--- config.mk ---
export PLATFORM = sky130hd
export DESIGN_NAME = bcd_serial_adder_flat
export DESIGN_NICKNAME = d
export VERILOG_FILES = /design/src/rtl/bcd_pkg.sv /design/src/rtl/bcd_serial_adder_if.sv /design/src/rtl/bcd_digit_add.sv /design/src/rtl/bcd_serial_adder.sv /design/src/flat_wrapper.sv
export SDC_FILE = /design/constraint.sdc
export NUM_CORES = 1
export LEC_CHECK = 0
export BUFFER_PORTS_ARGS = -buffer_cell sky130_fd_sc_hd__buf_2
export CORE_ASPECT_RATIO = 1.25
export CORE_MARGIN = 2
export CORE_UTILIZATION = 57
export CTS_BUF_LIST = sky130_fd_sc_hd__clkbuf_2
export CTS_CLUSTER_DIAMETER = 120
export DETAILED_ROUTE_END_ITERATION = 12
export PLACE_DENSITY = 0.81
export SKIP_LAST_GASP = 1
export SYNTH_ARGS = -nofsm -noshare
export SYNTH_HDL_FRONTEND = slang
export SYNTH_SLANG_ARGS = --single-unit
--- constraint.sdc ---
create_clock -name clk -period 3.1 [get_ports clk]
set_input_delay 0.465 -clock clk [delete_from_list [all_inputs] [get_ports clk]]
set_output_delay 0.465 -clock clk [all_outputs]
set_load 0.05 [all_outputs]
--- src/rtl/bcd_pkg.sv ---
// Shared BCD constants, FSM state encoding and a packed-digit slice helper.
// Imported by the digit adder, the serial adder top and its interface.
package bcd_pkg;

    localparam int BCD_DIGIT_W = 4;
    localparam int BCD_MAX     = 9;
    localparam int BCD_CORR    = 6;

    typedef enum logic [1:0] {
        IDLE = 2'd0,
        RUN  = 2'd1,
        DONE = 2'd2
    } state_t;

    // Digit i of a packed BCD word, digit 0 in bits [3:0].
    function automatic logic [BCD_DIGIT_W-1:0] bcd_digit(
        input logic [63:0] v,
        input int unsigned i
    );
        return v[i*BCD_DIGIT_W +: BCD_DIGIT_W];
    endfunction

endpackage

--- src/rtl/bcd_serial_adder_if.sv ---
// Operand/result bundle of the digit-serial BCD adder.
// master: start, a, b, cin out; busy, done, sum, cout, err in. slave: reverse.
interface bcd_serial_adder_if #(
    parameter int N_DIGITS = 4
);
    import bcd_pkg::*;

    localparam int W = BCD_DIGIT_W * N_DIGITS;

    logic         start;
    logic [W-1:0] a;
    logic [W-1:0] b;
    logic         cin;
    logic         busy;
    logic         done;
    logic [W-1:0] sum;
    logic         cout;
    logic         err;

    modport master (
        output start, a, b, cin,
        input  busy, done, sum, cout, err
    );

    modport slave (
        input  start, a, b, cin,
        output busy, done, sum, cout, err
    );

endinterface

--- src/rtl/bcd_digit_add.sv ---
// Combinational one-digit BCD adder with decimal carry.
// Ports: a, b digits, ci carry-in; s result digit, co decimal carry-out.
module bcd_digit_add
    import bcd_pkg::*;
(
    input  logic [BCD_DIGIT_W-1:0] a,
    input  logic [BCD_DIGIT_W-1:0] b,
    input  logic                   ci,
    output logic [BCD_DIGIT_W-1:0] s,
    output logic                   co
);

    logic [BCD_DIGIT_W:0] t;

    // Out-of-range digits go through the same correction; no saturation.
    always_comb begin
        t  = {1'b0, a} + {1'b0, b} + {{BCD_DIGIT_W{1'b0}}, ci};
        co = (t > (BCD_DIGIT_W+1)'(BCD_MAX));
        s  = co ? (t[BCD_DIGIT_W-1:0] + BCD_DIGIT_W'(BCD_CORR))
                : t[BCD_DIGIT_W-1:0];
    end

endmodule

--- src/rtl/bcd_serial_adder.sv ---
// Digit-serial N-digit BCD adder: one digit pair per clock, LSD first.
// Ports: clk, rst_n (async active-low), bus (slave: operands in, result out).
module bcd_serial_adder
    import bcd_pkg::*;
#(
    parameter int N_DIGITS = 4
) (
    input  logic                clk,
    input  logic                rst_n,
    bcd_serial_adder_if.slave   bus
);

    localparam int W  = BCD_DIGIT_W * N_DIGITS;
    localparam int IW = (N_DIGITS > 1) ? $clog2(N_DIGITS) : 1;

    state_t state, state_n;

    logic [W-1:0]  sh_a, sh_b, sh_s, sum_q;
    logic [IW-1:0] idx;
    logic          carry, err_acc;
    logic          busy_q, done_q, cout_q, err_q;

    logic [BCD_DIGIT_W-1:0] da, db, ds;
    logic                   dco, dig_err, last;
    logic [W+3:0]           s_cat;
    logic [W-1:0]           s_next;

    assign da      = bcd_digit(64'(sh_a), 0);
    assign db      = bcd_digit(64'(sh_b), 0);
    assign dig_err = (da > BCD_DIGIT_W'(BCD_MAX)) | (db > BCD_DIGIT_W'(BCD_MAX));
    assign last    = (idx == IW'(N_DIGITS - 1));

    bcd_digit_add u_add (
        .a  (da),
        .b  (db),
        .ci (carry),
        .s  (ds),
        .co (dco)
    );

    // New digit enters at the top; after N shifts digit 0 sits at [3:0].
    // The concatenation keeps this legal for a single-digit build.
    assign s_cat  = {ds, sh_s};
    assign s_next = s_cat[W+3:4];

    always_comb begin
        state_n = state;
        unique case (state)
            IDLE:    if (bus.start) state_n = RUN;
            RUN:     if (last) state_n = DONE;
            DONE:    state_n = IDLE;
            default: state_n = IDLE;
        endcase
    end

    always_ff @(posedge clk or negedge rst_n) begin
        if (!rst_n) begin
            state   <= IDLE;
            sh_a    <= '0;
            sh_b    <= '0;
            sh_s    <= '0;
            idx     <= '0;
            carry   <= 1'b0;
            err_acc <= 1'b0;
            busy_q  <= 1'b0;
            done_q  <= 1'b0;
            sum_q   <= '0;
            cout_q  <= 1'b0;
            err_q   <= 1'b0;
        end else begin
            state  <= state_n;
            busy_q <= (state_n != IDLE);
            done_q <= (state_n == DONE);
            unique case (state)
                IDLE: begin
                    if (bus.start) begin
                        sh_a    <= bus.a;
                        sh_b    <= bus.b;
                        sh_s    <= '0;
                        carry   <= bus.cin;
                        idx     <= '0;
                        err_acc <= 1'b0;
                    end
                end
                RUN: begin
                    sh_a    <= sh_a >> BCD_DIGIT_W;
                    sh_b    <= sh_b >> BCD_DIGIT_W;
                    sh_s    <= s_next;
                    carry   <= dco;
                    err_acc <= err_acc | dig_err;
                    idx     <= idx + 1'b1;
                    if (last) begin
                        sum_q  <= s_next;
                        cout_q <= dco;
                        err_q  <= err_acc | dig_err;
                    end
                end
                default: ;
            endcase
        end
    end

    assign bus.busy = busy_q;
    assign bus.done = done_q;
    assign bus.sum  = sum_q;
    assign bus.cout = cout_q;
    assign bus.err  = err_q;

endmodule

--- src/flat_wrapper.sv ---
// flat-port wrapper written by rule: the top's interface ports become plain ports
module bcd_serial_adder_flat import bcd_pkg::*;
#(
    parameter int N_DIGITS = 4
)
  (clk, rst_n, bus_start, bus_a, bus_b, bus_cin, bus_busy, bus_done, bus_sum, bus_cout, bus_err);
  bcd_serial_adder_if #(.N_DIGITS(N_DIGITS)) bus_i ();
  input  logic clk;
  input  logic rst_n;
  input wire logic [$bits(bus_i.start)-1:0] bus_start;
  input wire logic [$bits(bus_i.a)-1:0] bus_a;
  input wire logic [$bits(bus_i.b)-1:0] bus_b;
  input wire logic [$bits(bus_i.cin)-1:0] bus_cin;
  output wire logic [$bits(bus_i.busy)-1:0] bus_busy;
  output wire logic [$bits(bus_i.done)-1:0] bus_done;
  output wire logic [$bits(bus_i.sum)-1:0] bus_sum;
  output wire logic [$bits(bus_i.cout)-1:0] bus_cout;
  output wire logic [$bits(bus_i.err)-1:0] bus_err;
  assign bus_i.start = bus_start;
  assign bus_i.a = bus_a;
  assign bus_i.b = bus_b;
  assign bus_i.cin = bus_cin;
  assign bus_busy = bus_i.busy;
  assign bus_done = bus_i.done;
  assign bus_sum = bus_i.sum;
  assign bus_cout = bus_i.cout;
  assign bus_err = bus_i.err;
  bcd_serial_adder #(.N_DIGITS(N_DIGITS)) u_core (.clk(clk), .rst_n(rst_n), .bus(bus_i));
endmodule
Word level (Yosys, flattened, before mapping):

Index checks and enable logic that the tools add are counted.

* add/sub/neg operators: 4
* magnitude comparators: 3
* equal/unequal tests: 4
* mux-type cells: 16
* bitwise gates (word level): 2
* reductions and logical operators: 5

Operator list (number)
* one-hot mux 16 bit (2 select lines): 3
* two-way mux 16 bit: 3
* greater-than comparator 4 bit (second input constant): 2
* one-hot mux 2 bit (2 select lines): 2
* two-way mux 2 bit: 3
* adder 4 x 4 -> 5 bit: 1
* adder 5 x 1 -> 5 bit: 1
* greater-than comparator 5 x 4 -> 1 bit (second input constant): 1
* adder 4 x 3 -> 4 bit (second input constant): 1
* == test 2 bit (second input constant): 2
* two-way mux 4 bit: 1
* one-hot mux 1 bit (2 select lines): 2
* AND reduction 2 bit: 2
* nonzero test 2 bit: 2
* adder 2 x 1 -> 2 bit (second input constant): 1
* == test 2 x 1 -> 1 bit (second input constant): 1
* logical NOT 2 bit: 1
* two-way mux 1 bit: 2
* inequality test 2 bit (second input constant): 1
* OR 1 bit: 2

* register bits: 74
* bits of input ports: 36
* logic and storage cells: 46

Longest topological paths before layout:

* depth after elaboration: 5
* mapped depth: 7
* gate-level depth less buffers: 7

By module:

From an unflattened synthesis, not the netlist that was laid out.

* cells, all modules: 262
* area total of the unflattened synthesis: 3155.5 um^2

By module, submodules not included
* bcd_serial_adder: instances 1, cells an instance 240, area each 2944.1 um^2
* bcd_digit_add: instances 1, cells an instance 22, area each 211.5 um^2

Worst setup path before layout:

OpenSTA, ideal clock, no wires.

* path kind: flip-flop to flip-flop
* start: reg u_core.carry
* end: reg u_core.sum_q[13], in the netlist u_core.bus.sum[13]
* setup time: 0.070 ns
* arrival time: 2.397 ns
* required time: 3.030 ns
* slack: 0.633 ns
* cell stages (with the launch flop): 8
* path buffers: 0
* clock period less this slack: 2.467 ns
* cells stage by stage: dfrtp_1 -> fa_1 -> fa_1 -> inv_1 -> ha_1 -> a21o_1 -> or4_1 -> nand3_1

* longest elaborated chain between the ends: 3
* elaborated cells between the ends (all ways): 4
* those cells by class: add/sub (2); order compare (1); mux (1)

RTL lines
* from (decl): RTL line bcd_serial_adder.sv:20 `logic carry, err_acc;`
* from (signal assigned): RTL line bcd_serial_adder.sv:80 `carry <= bus.cin;`
* from (signal assigned): RTL line bcd_serial_adder.sv:89 `carry <= dco;`
* adder 5 x 1 -> 5 bit (*): RTL line bcd_digit_add.sv:17 `t = {1'b0, a} + {1'b0, b} + {{BCD_DIGIT_W{1'b0}}, ci};`
* adder 4 x 3 -> 4 bit or greater-than comparator 5 x 4 -> 1 bit (tied branches): RTL line bcd_digit_add.sv:19, bcd_digit_add.sv:18
* two-way mux 4 bit (*): RTL line bcd_digit_add.sv:19 `s = co ? (t[BCD_DIGIT_W-1:0] + BCD_DIGIT_W'(BCD_CORR))`
* to (signal assigned): RTL line bcd_serial_adder.sv:93 `sum_q <= s_next;`
* to (decl): RTL line bcd_serial_adder.sv:18 `logic [W-1:0] sh_a, sh_b, sh_s, sum_q;`

Every way passes the cells marked *; elsewhere a longest branch is shown, timed or not.
A chain may end at the register's enable or synchronous reset.

Worst setup path in the final report:

* start: reg u_core.carry
* end: reg u_core.sh_s[13]

* longest elaborated chain between the ends: 4
* elaborated cells between the ends (all ways): 5
* those cells by class: add/sub (2); order compare (1); mux (2)

RTL lines
* adder 5 x 1 -> 5 bit (*): RTL line bcd_digit_add.sv:17
* adder 4 x 3 -> 4 bit or greater-than comparator 5 x 4 -> 1 bit (tied branches): RTL line bcd_digit_add.sv:19, bcd_digit_add.sv:18
* two-way mux 4 bit (*): RTL line bcd_digit_add.sv:19
* one-hot mux 16 bit (2 select lines) (*): RTL line bcd_serial_adder.sv:74 `unique case (state)`
* to (signal assigned): RTL line bcd_serial_adder.sv:88 `sh_s <= s_next;`
* to (decl): RTL line bcd_serial_adder.sv:18

Marked as above.

==> results.cfg <==
[floorplanning]
io_pins = 56
num_rows = 30
core_sq_mm = 0.005330
initial_utilization_pct = 58.26
chipWidth_um = 70.02
dieArea_sq_mm = 0.006058
die_y_um = 86.53

[critical_path]
critPathLaunchType = flip-flop
endpoint_kind = flip-flop
cp_max_fo = 7
cp.required_ns = 3.55
path_class = reg2reg
critPathArrivalTime_ns = 3.16

[sta]
slew_violations = 0
setup_viol = 0
fin_skew_ns = 0.02420
period_share_pct = 87.20
fin_hold_ws_ns = 0.09283
rsz0062_at_grt = false
max-slew-margin-rel_pct = 43.85
final_hold_viol_count = 0
setup_tns_ns = 0
tightest_slew_ns = 0.8423
fin_crit_ns = 2.703
timing.fmax_ghz = 0.3699

[pwr]
ir_worst_vdd_mv = 0.4948
cellPowerDensity_mw_per_mm2 = 1122
leakage_nw = 1.748

[global_route]
antenna_found_initial = 0
gr-total-overflow = 0
grt_pass1_vias = 2329
grt_use_total_pct = 21.58
grt_max_degree = 71
grt_pass1_wl_um = 10220

[yosys]
muxShareOfSynthArea_pct = 13.05
synth_area_leaders = dfrtp_1 56%, mux2i_1 8.7%, nand2_1 8.5%
synthCells = 298
synth_top_cell_area_share_pct = 56.41
synth_top_family_by_area = multiplexers
synth.avg_cell_area_sq_um = 10.42
ys_seq_area_share_pct = 56.41
ys_warn_count = 0
synth_nets = 341
yosysTopAreaCell = dfrtp_1
ys_types = 29
synth-simple-area-share_pct = 12.01
synthAdderAreaFrac_pct = 3.304
synth.cell_area_sq_mm = 0.003105
yosys_register_bits = 70
synth_xor_area_share_pct = 0.5641
synth_compound_area_share_pct = 11.85

[worst_hold_path]
hold_path_class = in2async

[outcome]
status = complete, no violations

[clock_network]
post-cts-setup-buffers = 0
hold_buffers = 0
path_clk_slew_ns = 0.21
clk_latency_ns = 0.51
cts_root_buf = clkbuf_2
ctsHtreeMaxLevel = 3
cts_tree = yes
numCtsBuffers = 9
clk_path_buf_depth = 2
cts-resized-gates = 0
cts_num_sinks = 70

[route]
firstDrtPassIters = 4
avgRoutedWirePerCell_um = 14.01
ant_nets = 0
viasPerCell = 5.424
first_iter_violations = 146
wirelength_um = 5914
post-route-drc-count = 0
vias = 2289

[place]
place_area_sq_mm = 0.003450
hpwl_um = 4036
gp_congestion = 0.7856
port_buffers = 55

[layout]
drive_gt1_share_pct = 25.14
antenna_cells = 0
nets = 396
syn_to_final_growth_pct = 13.86
stdcell_area_sq_mm = 0.003536

[flow_run]
cap_violations = 0
logic make-up after synthesis:
kind of cell    Yosys count
compound gates           68
xor+xnor                  2
fa+ha+maj                 7
buf+inv                  22
flops                    70
mux                      39
simple gates             90
synth_stat cells:
master and number:
nor3b_1 1, or4_1 2, mux2_2 12, buf_2 4, mux2i_1 27, nand2_1 70
fa_1 2, buf_1 2, nor2b_1 1, and3_1 3, nand2b_1 2, a221oi_1 2
xor2_1 1, a22oi_1 1, xnor2_1 1, nor3_1 2, ha_1 5, nor2_1 6
a21o_1 4, o21ai_0 50, inv_1 5, o21bai_1 1, nand3b_1 1, o22ai_1 2
a21oi_1 7, o21a_1 1, dfrtp_1 70, nand3_1 2, clkbuf_1 11
final cells by class:
cell class | count | area, sq um
Multi-Input combinational cell | 206 | 1279
Timing Repair Buffer | 61 | 320.3
Fill cell | 430 | 1794
Clock buffer | 9 | 45.04
Sequential cell | 70 | 1752
Inverter | 5 | 18.77
Clock inverter | 7 | 41.29
Tap cell | 64 | 80.08
worst max-delay path, stage by stage (launching register included):
cell,delay (ns)
dfrtp_1,0.46
fa_1,0.47
fa_1,0.62
inv_1,0.08
ha_1,0.22
a21o_1,0.24
or4_1,0.48
nand3_1,0.08
metal layers:
metal  up-vias  global-route usage [%]  part of all wire (%)
met3        13                   5.465                   5.5
li1       1133                       -                     -
met1      1085                   25.47                    43
met2        58                   36.88                    49
met5         -                       0                     0
met4         0                   10.66                   2.0
sequential cells by signal, summed over array words and instances (netlist names):
| name | flops |
|---|---|
| u_core.bus.busy | 1 |
| u_core.bus.cout | 1 |
| u_core.bus.done | 1 |
| u_core.bus.err | 1 |
| u_core.bus.sum | 16 |
| u_core.carry | 1 |
| u_core.err_acc | 1 |
| u_core.idx | 2 |
| u_core.sh_a | 16 |
| u_core.sh_b | 16 |
| u_core.sh_s | 12 |
| u_core.state | 2 |
cell usage in the layout, fill, tap and decap left out, drive strengths merged, types with 6 or more instances in the layout:
master / synthesis / final
mux2: 12 / 12
buf: 6 / 61
dfrtp: 70 / 70
a21oi: 7 / 7
nand2: 70 / 70
clkbuf: 11 / 9
mux2i: 27 / 27
o21ai: 50 / 50
nor2: 6 / 6
metrics by stage:
stage / setup slack, ns / cells / total power, mW / util [%]
final: 0.3967 / 422 / 3.967 / 66.34
after detailed placement: 0.4576 / 406 / 3.569 / 64.72
after floorplan: 0.6331 / 298 / 3.070 / -
after global routing: 0.3090 / 422 / 4.282 / 66.34
after global placement: 0.5544 / 406 / 3.478 / 64.72
after CTS: 0.4174 / 422 / 3.981 / 66.34
final timing paths:
path | depth (start not counted) | slack [ns] | end | startpoint
setup reg to reg | 7 | 0.40 | u_core.sh_s[13] | u_core.carry
setup / recovery | 7 | 0.40 | u_core.sh_s[13] | u_core.carry
hold / removal | 2 | 0.09 | u_core.bus.sum[5] | rst_n
max in group asynchronous | 2 | 2.43 | u_core.sh_a[7] | rst_n
min in group clk | 3 | 0.15 | u_core.sh_b[12] | bus_b[12]
hold reg to reg | 2 | 0.50 | u_core.sh_b[2] | u_core.sh_b[6]
report_power, final:
part | internal [mW] | leakage [nW] | switching [mW]
combinational | 0.699 | 0.794 | 1.33
sequential | 1.29 | 0.903 | 0.225
clock | 0.0973 | 0.0511 | 0.328
Power figures use the tool's default switching activity.
